<file path="config.mk">
export PLATFORM = sky130hd
export DESIGN_NAME = regs
export DESIGN_NICKNAME = d
export VERILOG_FILES = /design/src/rtl/regs.sv
export SDC_FILE = /design/constraint.sdc
export NUM_CORES = 2
export LEC_CHECK = 0
export CELL_PAD_IN_SITES_DETAIL_PLACEMENT = 1
export CELL_PAD_IN_SITES_GLOBAL_PLACEMENT = 1
export CORE_UTILIZATION = 54
export CTS_BUF_LIST = sky130_fd_sc_hd__clkbuf_4 sky130_fd_sc_hd__clkbuf_8 sky130_fd_sc_hd__clkbuf_16
export CTS_CLUSTER_SIZE = 25
export DETAILED_ROUTE_END_ITERATION = 10
export PLACE_DENSITY = 0.89
export SYNTH_ARGS = -nofsm -noshare
export SYNTH_HDL_FRONTEND = slang
export SYNTH_SLANG_ARGS = --single-unit
</file>
<file path="constraint.sdc">
create_clock -name clk -period 4.2 [get_ports clk]
set_input_delay 0.84 -clock clk [delete_from_list [all_inputs] [get_ports clk]]
set_output_delay 0.84 -clock clk [all_outputs]
set_load 0.02 [all_outputs]
</file>
<file path="src/rtl/regs.sv">
// Architectural integer register file (x0..x31) for the three-stage RV32 core.
//
// Write-back from EX lands on the rising clock edge; the two ID read ports are
// combinational and see a same-cycle write through a bypass. A pending-write
// scoreboard tracks registers that an issued instruction will still write; a
// read of such a register raises stall_o until its write-back arrives. A debug
// port reads the raw array, and wb_count_o counts accepted write-backs.
//
// Ports:
//   clk, rst_n                      clock, asynchronous active-low reset
//   rd_addr_i/rd_data_i/rd_wen_i    write-back from EX
//   reg{1,2}_raddr_i, reg{1,2}_re_i ID read addresses and "operand used" flags
//   reg{1,2}_rdata_o                ID read data (with write bypass)
//   issue_rd_addr_i, issue_wen_i    destination of the instruction leaving ID
//   stall_o                         RAW hazard, ID must hold
//   dbg_raddr_i, dbg_rdata_o        debug read port (no bypass)
//   wb_count_o                      count of accepted write-backs (wraps)
module regs #(
  parameter int unsigned XLEN  = 32,
  parameter int unsigned NREGS = 32,
  localparam int unsigned AW   = $clog2(NREGS)
) (
  input  logic            clk,
  input  logic            rst_n,
  input  logic [AW-1:0]   rd_addr_i,
  input  logic [XLEN-1:0] rd_data_i,
  input  logic            rd_wen_i,
  input  logic [AW-1:0]   reg1_raddr_i,
  input  logic            reg1_re_i,
  input  logic [AW-1:0]   reg2_raddr_i,
  input  logic            reg2_re_i,
  output logic [XLEN-1:0] reg1_rdata_o,
  output logic [XLEN-1:0] reg2_rdata_o,
  input  logic [AW-1:0]   issue_rd_addr_i,
  input  logic            issue_wen_i,
  output logic            stall_o,
  input  logic [AW-1:0]   dbg_raddr_i,
  output logic [XLEN-1:0] dbg_rdata_o,
  output logic [31:0]     wb_count_o
);

  logic [XLEN-1:0]  regs_q [NREGS];
  logic [NREGS-1:0] pending_q, pending_d;
  logic [31:0]      wb_count_q;
  logic             hazard1, hazard2;

  // Zero for x0, bypassed write-back data when it targets the same register,
  // otherwise the stored value.
  function automatic logic [XLEN-1:0] read_port(input logic [AW-1:0] addr);
    if (addr == '0) begin
      return '0;
    end else if (rd_wen_i && (rd_addr_i == addr)) begin
      return rd_data_i;
    end else begin
      return regs_q[addr];
    end
  endfunction

  always_comb begin
    reg1_rdata_o = read_port(reg1_raddr_i);
    reg2_rdata_o = read_port(reg2_raddr_i);
    dbg_rdata_o  = (dbg_raddr_i == '0) ? '0 : regs_q[dbg_raddr_i];
  end

  // A register being written back this cycle is covered by the bypass.
  always_comb begin
    hazard1 = reg1_re_i & pending_q[reg1_raddr_i] &
              ~(rd_wen_i & (rd_addr_i == reg1_raddr_i));
    hazard2 = reg2_re_i & pending_q[reg2_raddr_i] &
              ~(rd_wen_i & (rd_addr_i == reg2_raddr_i));
    stall_o = hazard1 | hazard2;
  end

  // Clear first, then set, so a same-cycle set on the same rd wins: the newer
  // instruction owns the register.
  always_comb begin
    pending_d = pending_q;
    if (rd_wen_i) begin
      pending_d[rd_addr_i] = 1'b0;
    end
    if (issue_wen_i && (issue_rd_addr_i != '0) && !stall_o) begin
      pending_d[issue_rd_addr_i] = 1'b1;
    end
    pending_d[0] = 1'b0;
  end

  always_ff @(posedge clk or negedge rst_n) begin
    if (!rst_n) begin
      for (int i = 0; i < int'(NREGS); i++) begin
        regs_q[i] <= '0;
      end
      pending_q  <= '0;
      wb_count_q <= '0;
    end else begin
      if (rd_wen_i && (rd_addr_i != '0)) begin
        regs_q[rd_addr_i] <= rd_data_i;
      end
      pending_q <= pending_d;
      // Counts every accepted write-back, x0 included.
      if (rd_wen_i) begin
        wb_count_q <= wb_count_q + 32'd1;
      end
    end
  end

  assign wb_count_o = wb_count_q;

endmodule

</file>
==> Word level (Yosys, flattened, before mapping) <==
Index checks and enable logic that the tools add are counted.
{ "classes": {"mux": 27, "n_addsub": 1, "eq_ne": 2, "bitwise": 16, "n_lt_le_gt_ge": 11, "n_reduce_logical": 14} }
{ "ops": {"columns": ["cell", "n"], "rows": [
  ["bitwise mux 1024 bit", 1],
  ["binary-select mux 32 bit (select 5 bit)", 3],
  ["2-to-1 mux 32 bit", 14],
  ["demux 32 bit (select 5 bit)", 1],
  ["adder 32 x 1 -> 32 bit (second input constant)", 1],
  ["AND 32 bit", 1],
  ["inverter 32 bit", 1],
  ["OR 32 bit", 1],
  ["greater-or-equal comparator 6 bit (second input constant)", 4],
  ["less-than comparator 5 x 6 -> 1 bit (second input constant)", 4],
  ["inverter 5 -> 6 bit", 4],
  ["zero test 5 bit", 3],
  ["binary-select mux 1 bit (select 5 bit)", 2],
  ["demux 1 bit (select 5 bit)", 2],
  ["equality test 5 bit", 2],
  ["greater-or-equal comparator 5 x 1 -> 1 bit (second input constant)", 2],
  ["nonzero test 5 bit", 2],
  ["logical AND 1 bit", 8],
  ["AND 1 bit", 6],
  ["less-than comparator 6 x 1 -> 1 bit (second input constant)", 1],
  ["2-to-1 mux 1 bit", 4],
  ["inverter 1 bit", 2],
  ["zero test 1 bit", 1],
  ["OR 1 bit", 1]
]} }
{ "word_totals": {"output_inout_bits": 129, "ff_bits": 1087} }

==> Depth between registers and ports, before layout <==
{ "logic_depth": {"depth_word": 9, "ltp_mapped": 12, "ltp_nobuf": 7} }

==> Worst setup path before layout <==
No wires, ideal clock.
{ "synth_timing": {"path_type": "in2out", "from": "input dbg_raddr_i[0]", "to": "output dbg_rdata_o[10]", "path_slack_ns": 0.562, "required_time_ns": 3.360, "cell_stages": 7, "arrival_ns": 2.798, "path_buffers": 3, "cell_sequence": "clkbuf_1 -> buf_2 -> buf_2 -> mux4_2 -> mux4_2 -> mux2i_1 -> nor2_1"} }
{ "synth_via": {"elab_chain_cells": 5} }
{ "synth_rtl": {"columns": ["item", "line_no", "rtl"], "rows": [
  ["start, declared", "37", "input logic [AW-1:0] dbg_raddr_i,"],
  ["inverter 5 -> 6 bit (implied by the code)", "62", "dbg_rdata_o = (dbg_raddr_i == '0) ? '0 : regs_q[dbg_raddr_i];"],
  ["binary-select mux 32 bit (select 5 bit)", "62", null],
  ["2-to-1 mux 32 bit (implied by the code) (2 in a row)", "62", null],
  ["2-to-1 mux 32 bit *", "62", null],
  ["end, declared", "38", "output logic [XLEN-1:0] dbg_rdata_o,"]
]} }
Mark *: on every way between the ends. The rest lies on a longest branch, timed or not. The select of a mux whose other input is x is not followed.

==> Worst setup path in the final report <==
{ "layout_timing": {"from": "input rd_addr_i[4]", "to": "output reg1_rdata_o[26]"} }
{ "layout_via": {"elab_chain_cells": 4} }
{ "layout_rtl": {"columns": ["item", "line_no", "rtl"], "rows": [
  ["start, declared", "25", "input logic [AW-1:0] rd_addr_i,"],
  ["equality test 5 bit", "52", "end else if (rd_wen_i && (rd_addr_i == addr)) begin"],
  ["logical AND 1 bit", "52", null],
  ["2-to-1 mux 32 bit", "52", null],
  ["2-to-1 mux 32 bit", "50", "if (addr == '0) begin"],
  ["end, declared", "32", "output logic [XLEN-1:0] reg1_rdata_o,"]
]} }
Every way passes these cells.

==> impl_metrics.py <==
metrics = {
    "cells_and_area": {
        "fillerInstances": 10300,
        "seq_area_um2": 27200,
        "design_area_um2": 79000,
        "area.growth.synth_to_final_pct": 18.9,
        "multi_input_area_um2": 37500,
        "nets": 4615,
        "drive_above_1_share_pct": 60.4,
    },
    "routing": {
        "drc": 2,
        "vias": 55300,
        "ant_nets": 0,
        "dr_wl_met2_mm": 137,
        "viasPerCell": 8.79,
        "highest_layer": "met5",
        "wl_met3_mm": 55.2,
        "first_pass_iters": 11,
        "routed_wl_mm": 329,
        "drt-initial-drc-count": 9976,
        "wl_per_cell_um": 52.2,
        "drt-met1-wl_mm": 95.5,
    },
    "floorplan": {
        "chipWidth_um": 353,
        "core-area_um2": 122000,
        "fp-row-count": 128,
        "pin_count": 192,
        "start_util_pct": 54.5,
        "dieArea_um2": 124000,
        "die_h_um": 353,
    },
    "logic_synthesis": {
        "syn_inst": 4267,
        "synth_area_um2": 66400,
        "synth.top_cell.area_share_pct": 41.0,
        "synth_seq_cells": 1087,
        "syn_avg_cell_area_um2": 15.6,
        "synth_top_area_cell": "dfrtp_1",
        "yosysMostFrequentCell": "dfrtp_1",
        "ys_seq_area_share_pct": 41.0,
        "synthTopCellsByArea": "dfrtp_1 (41%), mux4_2 (31%), mux2_2 (18%), mux2i_1 (2.1%), clkbuf_1 (1.4%)",
        "async_flop_share_pct": 100,
        "synth_common_cells": "dfrtp_1 (1,087), mux2_2 (1,037), mux4_2 (919), clkbuf_1 (253), nor2_1 (166)",
        "ys_warn_count": 0,
        "yosysUniqueCellTypes": 49,
        "synth_fp_nets": 4331,
        "synth-edff-count": 0,
        "synth_ff_type": "dfrtp_1",
    },
    "sta": {
        "timing.final.max_slew_violations": 0,
        "layout_worst_path_cycle_share_pct": 109,
        "worst_slew_pin_slew_ns": 1.29,
        "period_minus_slack_ns": 4.57,
        "setup_ws_ns": -0.367,
        "slew_headroom_pct": 14.2,
        "rsz0062_at_grt": "true",
        "fin_skew_ns": 0.0237,
        "hold_viol_final": 0,
        "max_freq_mhz": 219,
        "setup_violations": 53,
    },
    "worst_setup_path": {
        "r2r-start": "pending_q[24]",
        "cp_max_fo": 7,
        "r2r_setup_slack_ns": 1.39,
        "slowest_stage": "xnor2_1",
        "crit_path_end_kind": "output port",
        "slowest_delay_ns": 0.88,
        "worstPathArrival_ns": 3.73,
        "r2r_end": "pending_q[30]",
        "criticalPathCategory": "primary input to output port",
        "worstPathRequired_ns": 3.36,
        "worstPathCellList": "clkdlybuf4s50_1 -> buf_4 -> xnor2_1 -> nand3_4 -> buf_12 -> clkbuf_16 -> a211oi_1 -> dlygate4sd1_1",
        "start_kind": "primary input",
        "reg2reg_depth": 8,
    },
    "clock_tree": {
        "cts_made_buffers": 119,
        "cts.sinks": 1087,
        "cts_tree": "yes",
        "cts_root_buf": "clkbuf_16",
        "clk_pin_slew_worst_paths_ns": 0.06,
        "clk_path_buf_depth": 3,
        "htreeDepth": 3,
        "clk_latency_ns": 0.77,
    },
    "flow_run": {
        "cap_viol_max_count": 0,
    },
    "grt": {
        "grt_pass1_vias": 57900,
        "antenna_found_initial": 29,
        "grt_usage_pct": 52.1,
        "grt_pass1_wl_mm": 458,
        "grt_start_max_net_pins": 97,
        "grt_overflow": 0,
    },
    "placed_design": {
        "place_ws_ns": -0.517,
        "place_congestion": 0.885,
        "dp_hpwl_mm": 164,
        "numPortBuffers": 191,
        "place_area_um2": 73500,
    },
    "power_and_ir_drop": {
        "cellLeakagePower_nw": 33.5,
        "peakVddDrop_mv": 0.410,
        "power_density_nw_per_um2": 494,
    },
    "outcome": {
        "violations": "DRC, setup timing",
        "status": "complete, but fails checks",
    },
    "hold_path": {
        "min_path_type": "primary input to asynchronous set/reset pin",
    },
}
==> flip-flops by register name (all words and copies together), names as in the netlist <==
| name | cells |
|---|---|
| pending_q | 31 |
| regs_q | 1024 |
| wb_count_o | 32 |
==> how the worst max path moves through the flow <==
stage,end,cells after the start,start,slack [ns]
final,reg1_rdata_o[26],8,rd_addr_i[4],-0.37
after global routing,reg1_rdata_o[6],9,rd_addr_i[4],-0.40
after CTS,reg2_rdata_o[10],12,reg2_raddr_i[0],-0.13
after detailed placement,reg2_rdata_o[7],10,rd_addr_i[0],-0.52
after global placement,reg2_rdata_o[7],10,rd_addr_i[0],-0.46
after floorplan,dbg_rdata_o[10],7,dbg_raddr_i[0],0.56
==> routing by layer <==
| metal | GRT usage, % | vias to the layer above |
|---|---|---|
| met2 | 72.5 | 7125 |
| met3 | 27.0 | 2953 |
| li1 | - | 17600 |
| met4 | 47.4 | 46 |
| met1 | 57.6 | 27600 |
| met5 | 1.62 | - |
==> worst max-delay path, delay by kind of cell <==
family                 cells  cell delay (ns)
AND/OR/NAND/NOR            1             0.29
AO/OA/AOI/OAI              1             0.27
XOR/XNOR                   1             0.88
buffers and inverters      5             1.43
==> repair_timing <==
action,in CTS,in global routing
setup endpoints to repair,85,62
hold buffers,0,0
pin swaps,10,12
gates resized for setup,191,142
gates cloned,5,4
setup buffers,24,23
==> power breakdown <==
part	internal (mW)	total (mW)	switching, mW
clock	6.80	12.1	5.33
combinational	5.92	11.2	5.32
sequential	12.4	15.6	3.17
==> logic make-up (layout without fill, tap and decap cells) <==
logic type               Yosys count  count (layout)  synth area share [%]
AO/OA/AOI/OAI                    163             163                  1.66
XOR/XNOR                          41              41                 0.541
adder cells (fa/ha/maj)            1               1                0.0188
buffers and inverters            519             907                  3.51
flip-flops                      1087            1087                  41.0
multiplexers                    2094            2094                  50.8
other                              0              11                     0
AND/OR/NAND/NOR                  362             362                  2.46
==> per-stage QoR <==
step	utilization [%]	instances	hold slack [ns]	power [mW]	TNS, ns
after CTS	64.4	6255	0.280	37.2	-0.450
final	64.8	6291	0.117	39.0	-8.96
after detailed placement	60.3	6003	0.407	24.7	-16.29
after global placement	60.3	6003	0.393	23.4	-9.91
after floorplan	-	4267	0.458	20.5	0
after global routing	64.8	6282	0.171	39.2	-10.87
==> layout make-up <==
type,count,share of cell area [%]
multi-input combinational,2661,47.6
antenna,11,0.0349
tap,1625,2.58
clock buffer,176,4.60
inverter,14,0.0666
sequential,1087,34.5
clock inverter,49,0.827
timing repair buffer,668,9.89
==> layout by cell type (no fill, tap or decap), types with 16 or more instances in the layout <==
| cell type | Yosys | final |
|---|---|---|
| a211oi_1 | 45 | 35 |
| a21oi_1 | 24 | 23 |
| buf_12 | 0 | 149 |
| buf_16 | 0 | 16 |
| buf_4 | 42 | 295 |
| buf_6 | 8 | 23 |
| clkbuf_16 | 0 | 125 |
| clkbuf_2 | 0 | 22 |
| clkbuf_4 | 0 | 24 |
| clkbuf_8 | 0 | 31 |
| clkdlybuf4s50_1 | 0 | 77 |
| clkinv_2 | 0 | 24 |
| dfrtp_1 | 1087 | 1087 |
| dlygate4sd2_1 | 0 | 43 |
| mux2_2 | 1037 | 1036 |
| mux2i_1 | 138 | 118 |
| mux4_2 | 919 | 919 |
| nand2_1 | 86 | 69 |
| nand2_4 | 0 | 16 |
| nor2_1 | 166 | 134 |
| nor2_4 | 0 | 19 |
| nor2b_1 | 18 | 18 |
| nor3_1 | 30 | 23 |
| o21ai_0 | 23 | 21 |
| xnor2_1 | 23 | 23 |
| xor2_1 | 18 | 16 |
Power figures use the tool's default switching activity.
